**src/rtl/friscv_rv32i_control.sv**
```systemverilog
// friscv RV32I front-end control: owns the PC, fetches and decodes,
// queues ALU-class instructions and executes control flow locally.
`ifndef ALU_FIFO_DEPTH
`define ALU_FIFO_DEPTH 4
`endif
`ifndef ALU_INSTBUS_W
`define ALU_INSTBUS_W 86
`endif

module friscv_rv32i_control #(
    parameter int ADDRW     = 16,
    parameter int BOOT_ADDR = 0,
    parameter int XLEN      = 32
)(
    input  logic                      aclk,
    input  logic                      aresetn,
    input  logic                      srst,
    output logic                      inst_en,
    output logic [ADDRW-1:0]          inst_addr,
    input  logic [XLEN-1:0]           inst_rdata,
    input  logic                      inst_ready,
    output logic                      alu_en,
    input  logic                      alu_ready,
    output logic [`ALU_INSTBUS_W-1:0] alu_instbus,
    output logic [4:0]                ctrl_rs1_addr,
    input  logic [XLEN-1:0]           ctrl_rs1_val,
    output logic [4:0]                ctrl_rs2_addr,
    input  logic [XLEN-1:0]           ctrl_rs2_val,
    output logic                      ctrl_rd_wr,
    output logic [4:0]                ctrl_rd_addr,
    output logic [XLEN-1:0]           ctrl_rd_val
);
    localparam int DEPTH = `ALU_FIFO_DEPTH;
    localparam int PTRW  = (DEPTH > 1) ? $clog2(DEPTH) : 1;
    localparam int CNTW  = PTRW + 1;
    localparam int BW    = `ALU_INSTBUS_W;

    localparam logic [6:0] OP_LUI    = 7'b0110111;
    localparam logic [6:0] OP_AUIPC  = 7'b0010111;
    localparam logic [6:0] OP_JAL    = 7'b1101111;
    localparam logic [6:0] OP_JALR   = 7'b1100111;
    localparam logic [6:0] OP_BRANCH = 7'b1100011;
    localparam logic [6:0] OP_LOAD   = 7'b0000011;
    localparam logic [6:0] OP_STORE  = 7'b0100011;
    localparam logic [6:0] OP_OPIMM  = 7'b0010011;
    localparam logic [6:0] OP_OP     = 7'b0110011;
    localparam logic [6:0] OP_SYSTEM = 7'b1110011;
    localparam logic [6:0] OP_NOP    = 7'b0000000;

    logic [XLEN-1:0] r_pc;
    logic            r_running;
    logic            r_halted;
    logic            r_rd_wr;
    logic [4:0]      r_rd_addr;
    logic [XLEN-1:0] r_rd_val;
    logic [BW-1:0]   r_fifo [DEPTH];
    logic [PTRW-1:0] r_wptr;
    logic [PTRW-1:0] r_rptr;
    logic [CNTW-1:0] r_count;

    logic [6:0]      w_opcode;
    logic [2:0]      w_funct3;
    logic [4:0]      w_rd;
    logic [11:0]     w_imm12;
    logic            w_auipc, w_jal, w_jalr, w_branch;
    logic            w_is_alu, w_is_cf, w_is_nop;
    logic            w_inst_error;
    logic            w_fifo_full, w_fifo_empty;
    logic            w_hs, w_alu_wr, w_pop;
    logic [BW-1:0]   w_bus;
    logic [XLEN-1:0] w_imm_u, w_imm_j, w_imm_b, w_imm_i;
    logic [XLEN-1:0] w_pc_inc, w_jalr_t;
    logic            w_taken;
    logic [XLEN-1:0] w_pc_next;
    logic            w_rd_wr;
    logic [XLEN-1:0] w_rd_val;

    assign w_opcode = inst_rdata[6:0];
    assign w_funct3 = inst_rdata[14:12];
    assign w_rd     = inst_rdata[11:7];
    assign w_auipc  = (w_opcode == OP_AUIPC);
    assign w_jal    = (w_opcode == OP_JAL);
    assign w_jalr   = (w_opcode == OP_JALR);
    assign w_branch = (w_opcode == OP_BRANCH);
    assign w_is_nop = (w_opcode == OP_NOP);
    assign w_is_cf  = w_auipc | w_jal | w_jalr | w_branch;
    assign w_is_alu = (w_opcode == OP_LUI) | (w_opcode == OP_LOAD)
                    | (w_opcode == OP_STORE) | (w_opcode == OP_OPIMM)
                    | (w_opcode == OP_OP) | (w_opcode == OP_SYSTEM);
    assign w_inst_error = ~(w_is_alu | w_is_cf | w_is_nop);

    assign w_fifo_full  = (r_count == CNTW'(DEPTH));
    assign w_fifo_empty = (r_count == '0);

    // Control flow must wait for older ALU work to drain
    assign inst_en  = r_running & ~r_halted & ~w_fifo_full
                    & ~(w_is_cf & ~w_fifo_empty);
    assign inst_addr = r_pc[ADDRW-1:0];
    assign w_hs      = inst_en & inst_ready;
    assign w_alu_wr  = w_hs & w_is_alu;
    assign w_pop     = alu_en & alu_ready;

    assign ctrl_rs1_addr = inst_rdata[19:15];
    assign ctrl_rs2_addr = inst_rdata[24:20];

    assign w_imm12 = (w_opcode == OP_STORE)
                   ? {inst_rdata[31:25], inst_rdata[11:7]}
                   : inst_rdata[31:20];
    assign w_bus = {w_opcode, w_funct3, inst_rdata[31:25],
                    inst_rdata[19:15], inst_rdata[24:20], w_rd,
                    inst_rdata[19:15], w_imm12, inst_rdata[31:12],
                    inst_rdata[31:20], inst_rdata[24:20]};

    assign w_imm_u = {{(XLEN-32){inst_rdata[31]}}, inst_rdata[31:12], 12'b0};
    assign w_imm_j = {{(XLEN-20){inst_rdata[31]}}, inst_rdata[19:12],
                      inst_rdata[20], inst_rdata[30:21], 1'b0};
    assign w_imm_b = {{(XLEN-12){inst_rdata[31]}}, inst_rdata[7],
                      inst_rdata[30:25], inst_rdata[11:8], 1'b0};
    assign w_imm_i = {{(XLEN-12){inst_rdata[31]}}, inst_rdata[31:20]};
    assign w_pc_inc = r_pc + XLEN'(4);
    assign w_jalr_t = ctrl_rs1_val + w_imm_i;

    always_comb begin
        w_taken = 1'b0;
        case (w_funct3)
            3'b000:  w_taken = (ctrl_rs1_val == ctrl_rs2_val);
            3'b001:  w_taken = (ctrl_rs1_val != ctrl_rs2_val);
            3'b100:  w_taken = ($signed(ctrl_rs1_val) < $signed(ctrl_rs2_val));
            3'b101:  w_taken = ($signed(ctrl_rs1_val) >= $signed(ctrl_rs2_val));
            3'b110:  w_taken = (ctrl_rs1_val < ctrl_rs2_val);
            3'b111:  w_taken = (ctrl_rs1_val >= ctrl_rs2_val);
            default: w_taken = 1'b0;
        endcase
    end

    always_comb begin
        w_pc_next = r_pc;
        w_rd_wr   = 1'b0;
        w_rd_val  = w_pc_inc;
        if (w_hs) begin
            unique case (1'b1)
                w_is_alu: w_pc_next = w_pc_inc;
                w_auipc: begin
                    w_pc_next = r_pc + w_imm_u;
                    w_rd_wr   = 1'b1;
                    w_rd_val  = r_pc + w_imm_u;
                end
                w_jal: begin
                    w_pc_next = r_pc + w_imm_j;
                    w_rd_wr   = 1'b1;
                end
                w_jalr: begin
                    w_pc_next = w_jalr_t & ~XLEN'(1);
                    w_rd_wr   = 1'b1;
                end
                w_branch: w_pc_next = w_taken ? (r_pc + w_imm_b) : w_pc_inc;
                default: w_pc_next = r_pc;
            endcase
        end
    end

    always_ff @(posedge aclk or negedge aresetn) begin
        if (!aresetn) begin
            r_pc      <= XLEN'(BOOT_ADDR);
            r_running <= 1'b0;
            r_halted  <= 1'b0;
            r_rd_wr   <= 1'b0;
            r_rd_addr <= '0;
            r_rd_val  <= '0;
            r_wptr    <= '0;
            r_rptr    <= '0;
            r_count   <= '0;
        end else if (srst) begin
            r_pc      <= XLEN'(BOOT_ADDR);
            r_running <= 1'b0;
            r_halted  <= 1'b0;
            r_rd_wr   <= 1'b0;
            r_rd_addr <= '0;
            r_rd_val  <= '0;
            r_wptr    <= '0;
            r_rptr    <= '0;
            r_count   <= '0;
        end else begin
            r_running <= 1'b1;
            if (w_hs && w_inst_error) r_halted <= 1'b1;
            r_pc    <= w_pc_next;
            r_rd_wr <= w_rd_wr;
            if (w_rd_wr) begin
                r_rd_addr <= w_rd;
                r_rd_val  <= w_rd_val;
            end
            if (w_alu_wr)
                r_wptr <= (r_wptr == PTRW'(DEPTH-1)) ? '0 : r_wptr + 1'b1;
            if (w_pop)
                r_rptr <= (r_rptr == PTRW'(DEPTH-1)) ? '0 : r_rptr + 1'b1;
            if (w_alu_wr && !w_pop)
                r_count <= r_count + 1'b1;
            else if (!w_alu_wr && w_pop)
                r_count <= r_count - 1'b1;
        end
    end

    always_ff @(posedge aclk) begin
        if (w_alu_wr) r_fifo[r_wptr] <= w_bus;
    end

    assign alu_en       = ~w_fifo_empty;
    assign alu_instbus  = r_fifo[r_rptr];
    assign ctrl_rd_wr   = r_rd_wr;
    assign ctrl_rd_addr = r_rd_addr;
    assign ctrl_rd_val  = r_rd_val;
endmodule

```
**config.mk**
```make
export PLATFORM = sky130hd
export DESIGN_NAME = friscv_rv32i_control
export DESIGN_NICKNAME = d
export VERILOG_FILES = /design/src/rtl/friscv_rv32i_control.sv
export SDC_FILE = /design/constraint.sdc
export NUM_CORES = 1
export LEC_CHECK = 0
export CAP_MARGIN = 20
export CORE_MARGIN = 3
export CORE_UTILIZATION = 55
export DETAILED_ROUTE_END_ITERATION = 12
export DONT_BUFFER_PORTS = 1
export GPL_ROUTABILITY_DRIVEN = 0
export PLACE_DENSITY = 0.75
export SLEW_MARGIN = 20
export SYNTH_ARGS = -nofsm -noshare
export SYNTH_HDL_FRONTEND = slang
export SYNTH_SLANG_ARGS = --single-unit
```
**constraint.sdc**
```tcl
create_clock -name aclk -period 7.7 [get_ports aclk]
set_input_delay 0.77 -clock aclk [delete_from_list [all_inputs] [get_ports aclk]]
set_output_delay 0.77 -clock aclk [all_outputs]
set_load 0.005 [all_outputs]
```
Word-level counts from Yosys, hierarchy flattened
Memories as Yosys holds them, arrays and structs flattened.
Cells that the tools add are included.
{"block": "totals", "ff_bits": 79, "mem_bits_rw": 344, "in_bits": 101, "out_inout_bits": 152, "word_cells": 111, "n_memories": 1}
{"memory": "r_fifo", "words": 4, "width": 86, "read_ports": 1, "rd_ports_with_merged_regs": 0, "wr": 1, "line": "56", "text": "logic [BW-1:0] r_fifo [DEPTH];"}
{"block": "op_classes", "n_addsub": 9, "order_cmp": 4, "eq_ne": 20, "muxes": 29, "n_bitwise": 22, "n_reduce_logical": 17}
{"operator": "$mux W32", "count": 7}
{"operator": "$pmux W32 S5", "count": 1}
{"operator": "$add A32 B32 Y32", "count": 4}
{"operator": "$ge A32 B32 Y1", "count": 2}
{"operator": "$lt A32 B32 Y1", "count": 2}
{"operator": "$add A32 B3 Y32 const B", "count": 1}
{"operator": "$eq A32 B32 Y1", "count": 1}
{"operator": "$ne A32 B32 Y1", "count": 1}
{"operator": "$eq A7 B7 Y1 const B", "count": 4}
{"operator": "$eq A7 B6 Y1 const B", "count": 3}
{"operator": "$eq A3 B3 Y1 const B", "count": 5}
{"operator": "$mux W5", "count": 3}
{"operator": "$eq A7 B5 Y1 const B", "count": 2}
{"operator": "$mux W2", "count": 6}
{"operator": "$or A1 B1 Y1", "count": 10}
{"operator": "$reduce_bool A2 Y1", "count": 5}
{"operator": "$mux W3", "count": 3}
{"operator": "$mux W1", "count": 8}
{"operator": "$and A1 B1 Y1", "count": 7}
{"operator": "$eq A7 B2 Y1 const B", "count": 1}
{"operator": "$logic_not A7 Y1", "count": 1}
{"operator": "$logic_not A3 Y1", "count": 2}
{"operator": "$pmux W1 S6", "count": 1}
{"operator": "$reduce_bool A6 Y1", "count": 1}
{"operator": "other kinds (11)", "count": 20}

Longest topological paths before layout
{"block": "depth", "word_depth": 14, "mapped_depth": 14, "ltp_nobuf": 12}

Least setup slack after synthesis
OpenSTA, ideal clock, no wires.
{"block": "synth_timing", "kind": "input port to flip-flop", "from": "input port ctrl_rs2_val[7]", "to": "register r_pc[11]", "setup_time_ns": 0.086, "arrival_ns": 3.335, "t_required_ns": 7.614, "path_slack_ns": 4.279, "stages": 14, "n_path_buf": 2, "cell_sequence": "inv_1 ha_1 a21oi_1 nand3_1 a221o_1 o31a_1 or4b_1 nand3_2 or2_1 buf_6 buf_8 mux2i_1 a21oi_1 nor3_1"}
{"block": "synth_via", "elab_chain_len": 6, "elab_cells_between_ends": 11, "classes_between": "order compare: 4; eq/ne: 2; mux: 5"}
{"element": "start: declaration", "line": "28", "text": "input logic [XLEN-1:0] ctrl_rs2_val,"}
{"element": "$ge A32 B32 Y1 (tied with other cells)", "line": "131", "text": "3'b111: w_taken = (ctrl_rs1_val >= ctrl_rs2_val);"}
{"element": "$pmux W1 S6 *", "line": "125", "text": "case (w_funct3)"}
{"element": "$mux W32 *", "line": "156", "text": "w_branch: w_pc_next = w_taken ? (r_pc + w_imm_b) : w_pc_inc;"}
{"element": "$pmux W32 S5 *", "line": "141", "text": "unique case (1'b1)"}
{"element": "$mux W32 *", "line": "140", "text": "if (w_hs) begin"}
{"element": "$mux W32 *", "line": "173", "text": "end else if (srst) begin"}
{"element": "end signal: assignment", "line": "164", "text": "r_pc <= XLEN'(BOOT_ADDR);"}
{"element": "end signal: assignment", "line": "174", "text": "r_pc <= XLEN'(BOOT_ADDR);"}
{"element": "end signal: assignment", "line": "186", "text": "r_pc <= w_pc_next;"}
{"element": "end: declaration", "line": "50", "text": "logic [XLEN-1:0] r_pc;"}
Every way passes the cells marked *; elsewhere a longest branch is shown, timed or not. The select of a mux whose other input is x is not followed.
A chain may end at the register's enable or synchronous reset.

Worst setup path in the final report
{"block": "layout_timing", "from": "register r_pc[12]", "to": "register r_pc[30]"}
{"block": "layout_via", "elab_chain_len": 5, "elab_cells_between_ends": 8, "classes_between": "add/sub: 4; mux: 4"}
{"element": "$add A32 B3 Y32 or $add A32 B32 Y32 (tied branches)", "line": "120, 156"}
{"element": "$mux W32", "line": "156"}
{"element": "$pmux W32 S5 *", "line": "141"}
{"element": "$mux W32 *", "line": "140"}
{"element": "$mux W32 *", "line": "173"}
Marks and branches as above.

==> summary.txt <==
Synth
  – Post-synth EDFFs: 148
  – Main combinational cell family by area after synthesis: compound AO/OA/AOI/OAI gates
  – Post-Syn Area per Cell: between 9 and 10 sq um
  – Multiplexer share of the synthesized area: 0.06151
  – Flops & latches, synth: between 200 and 250
  – Most used DFF post-synth: edfxtp_1
  – Yosys top cell by area: edfxtp_1
  – Area share of fa/ha/maj cells after synthesis: 0.09530
  – Synth unique cells: 89
  – Sequential element share of the synthesized area: 0.3748
  – Count leader, synth: a21oi_1
  – XOR/XNOR share of the synthesized area: 0.06261
  – Top cells by count, synth: a21oi_1 (162), edfxtp_1 (148), nand2_1 (134), ha_1 (122), nor2_1 (119)
  – Post-synthesis cell count: between 1500 and 2000
  – Top post-synthesis cells by area: edfxtp_1 (26%), dfrtp_1 (11%), ha_1 (8.9%), mux4_2 (4.9%), a21oi_1 (4.8%)
  – Mapped Nets: 2000
  – Asr flop ratio synth: 0.3451
  – Cell Area, Synth: about 0.017 sq mm
  – Post-synthesis compound-gate area fraction: 0.2058
  – Synth top area share: 0.2604
  – Simple-gate share of the synthesized area: 0.1304
  – Yosys warnings: 0

Pwr
  – Max VDD drop: ~0.16 mV
  – P per Cell Area: approximately 180 mW/mm^2
  – P_leak: ~6.8 nW

Drt
  – Wire length per cell: 24.79 microns
  – Antenna-violating nets left: 0
  – Residual DRC: 0
  – Routed via count: 14000
  – 1st-iter DRT viols: between 1500 and 2000
  – First-pass DRT Iterations: 6
  – Drt via density: slightly below 7
  – WL final: ~50000 microns

STA
  – Setup violations, final: 0
  – Fmax: roughly 0.26 GHz
  – Setup_tns: 0 ns
  – Final hold viol count: 0
  – Slew Viols, Final: 0
  – Slew @ Worst Pin: 1.023 ns
  – Setup repair after global routing missed its margin: false
  – Period utilization: 0.5058
  – Tmin final: roughly 3.9 ns
  – Slew headroom: 0.3171
  – Clock skew: roughly 0.022 ns
  – Worst hold margin: 0.1702 ns

Status
  – Status: complete, no violations

Die
  – DIE AREA: around 0.033 sq mm
  – # rows: 63
  – I/O Pins: about 250
  – Initial core utilization: 0.5668
  – Die width: 182.2 microns
  – Die H: ~180 microns
  – Core Footprint: between 0.03 and 0.04 sq mm

Clock network
  – Clock latency on the worst-skew pair: approximately 0.51 ns
  – CTS root buffer: clkbuf_16
  – CTS Hold Bufs: 1
  – Clk slew on worst S/H paths: around 0.07 ns
  – H-tree Lvls: 1
  – Post-CTS setup buffer count: 0
  – Post-CTS resize count: 0
  – Clock buffer count from CTS: 22
  – TritonCTS clock tree: yes
  – Clock Sinks: between 200 and 250
  – CTS max path bufs: 3

Final layout
  – ANT cells: 0
  – Layout fillers: between 2000 and 3000
  – Synthesis-to-layout area growth: 2.339%
  – Final nets: 1873
  – Share of layout cells above drive strength 1: 0.07104
  – Final core utilization: 0.5801

Global routing
  – Vias in the first global route: between 10000 and 15000
  – Global Route Usage Sum: 0.2923
  – First-pass GRT wire length: between 70000 and 80000 microns
  – Gr ovfl total: 0
  – Largest net degree at the start of global routing: 79
  – Initial antenna violation count: 1

Placed design
  – # port buffers: 0
  – Post-DP HPWL: around 37000 microns

Worst setup path
  – RR Startpoint: r_pc[12]
  – Cell chain of the critical path: ha_1 > fa_1 > inv_1 > o221a_2 > o32ai_1 > a21boi_0 > o31ai_1 > o211ai_1 > a31o_1 > a211oi_1 > o21ai_1
  – CP peak stage delay: 0.62 ns
  – Critical path startpoint category: flop
  – Reg2reg path depth: 11
  – Critical path type: reg2reg
  – Worst path arrival time: ~4.3 ns
  – Slowest CP cell: dfrtp_1
  – Reg2Reg Capture Point: r_pc[30]
  – Crit-path max FO: 8
  – CP endpoint kind: flop
  – Reg2Reg Setup Slack: 3.81 ns
  – Req. time, crit path: a little over 8 ns

Hold path
  – Hold Crit Class: in2async

Flow run
  – Max-capacitance violation count: 0
-- layer usage --
layer  GRT usage  vias up  wire length (microns)
li1            -     6329                      -
met1      0.3983     6683                  20080
met2      0.4526      860                  22350
met3     0.08272      129                   6555
met4     0.09750        0                   1862
met5           0        -                      0
-- cells in the final DEF (no fill, tap or decap), drive strengths merged, types with 11 or more instances in the layout --
cell,count
and3,15
o21ai,128
a31oi,24
a211oi,26
xor2,54
o221ai,12
o31ai,11
ha,122
o21bai,14
nor2,122
inv,68
or3,15
and2,18
nor3,29
a221oi,12
nand2,134
a21oi,163
xnor2,68
edfxtp,148
dfrtp,78
o211ai,20
buf,12
a21o,49
mux4,37
nand3,43
clkbuf,28
nand4,30
-- sequential cells by signal, indices dropped and copies added (netlist names) --
| register | count |
|---|---|
| r_wptr | 2 |
| r_running | 1 |
| ctrl_rd_addr | 5 |
| r_pc | 31 |
| r_rptr | 2 |
| r_halted | 1 |
| r_count | 3 |
| ctrl_rd_wr | 1 |
| r_fifo | 148 |
| ctrl_rd_val | 32 |
-- through the flow --
step                      setup WS, ns  std cells  cell area [sq um]  power, W
after floorplan                  4.279       1772              17070  0.002011
after global placement           3.435       2010              16720  0.002029
after detailed placement         3.315       2010              16720  0.002043
after CTS                        3.824       2051              17470  0.003104
after global routing             3.593       2051              17470  0.003233
final                            3.805       2051              17470  0.003095
-- how the worst max path moves through the flow --
stage,startpoint,end,slack (ns),cells after the start
detailed placement,ctrl_rs2_val[31],r_pc[28],3.32,11
finish,r_pc[12],r_pc[30],3.81,11
CTS,ctrl_rs2_val[31],r_pc[28],3.82,11
floorplan,ctrl_rs2_val[7],r_pc[11],4.28,14
global route,ctrl_rs2_val[31],r_pc[28],3.59,11
global placement,ctrl_rs2_val[31],r_pc[28],3.44,11
-- layout make-up --
type	count	area (sq um)	area share
well taps	390	488.0	0.02794
multi-input cells	1316	9503	0.5441
clock inverters	12	101.3	0.005802
repair buffers	12	110.1	0.006304
inverters	67	251.5	0.01440
clock buffers	28	614.3	0.03517
flip-flops and latches	226	6399	0.3663
-- critical path, delay by kind of cell, from the launching register on --
kind                     cells  cell delay, ns
AO/OA/AOI/OAI                8            2.33
adder cells (fa/ha/maj)      2            0.69
buffers and inverters        1            0.13
flip-flops                   1            0.62
-- kinds of logic (layout without fill, tap and decap cells) --
group	Yosys count	after routing
other cells	1	1
simple gates	460	460
compound gates	549	549
fa+ha+maj	127	127
mux	57	57
buf+inv	230	119
flops	226	226
xor+xnor	122	122
-- where the power goes --
| part | leakage (nW) | internal (W) | switching, W |
|---|---|---|---|
| logic | 4.05 | 0.000283 | 0.000400 |
| registers | 2.41 | 0.00131 | 0.0000385 |
| clock network | 0.342 | 0.000603 | 0.000458 |
| total | 6.80 | 0.00220 | 0.000897 |
Note: power is estimated with default switching activity, not from simulation.
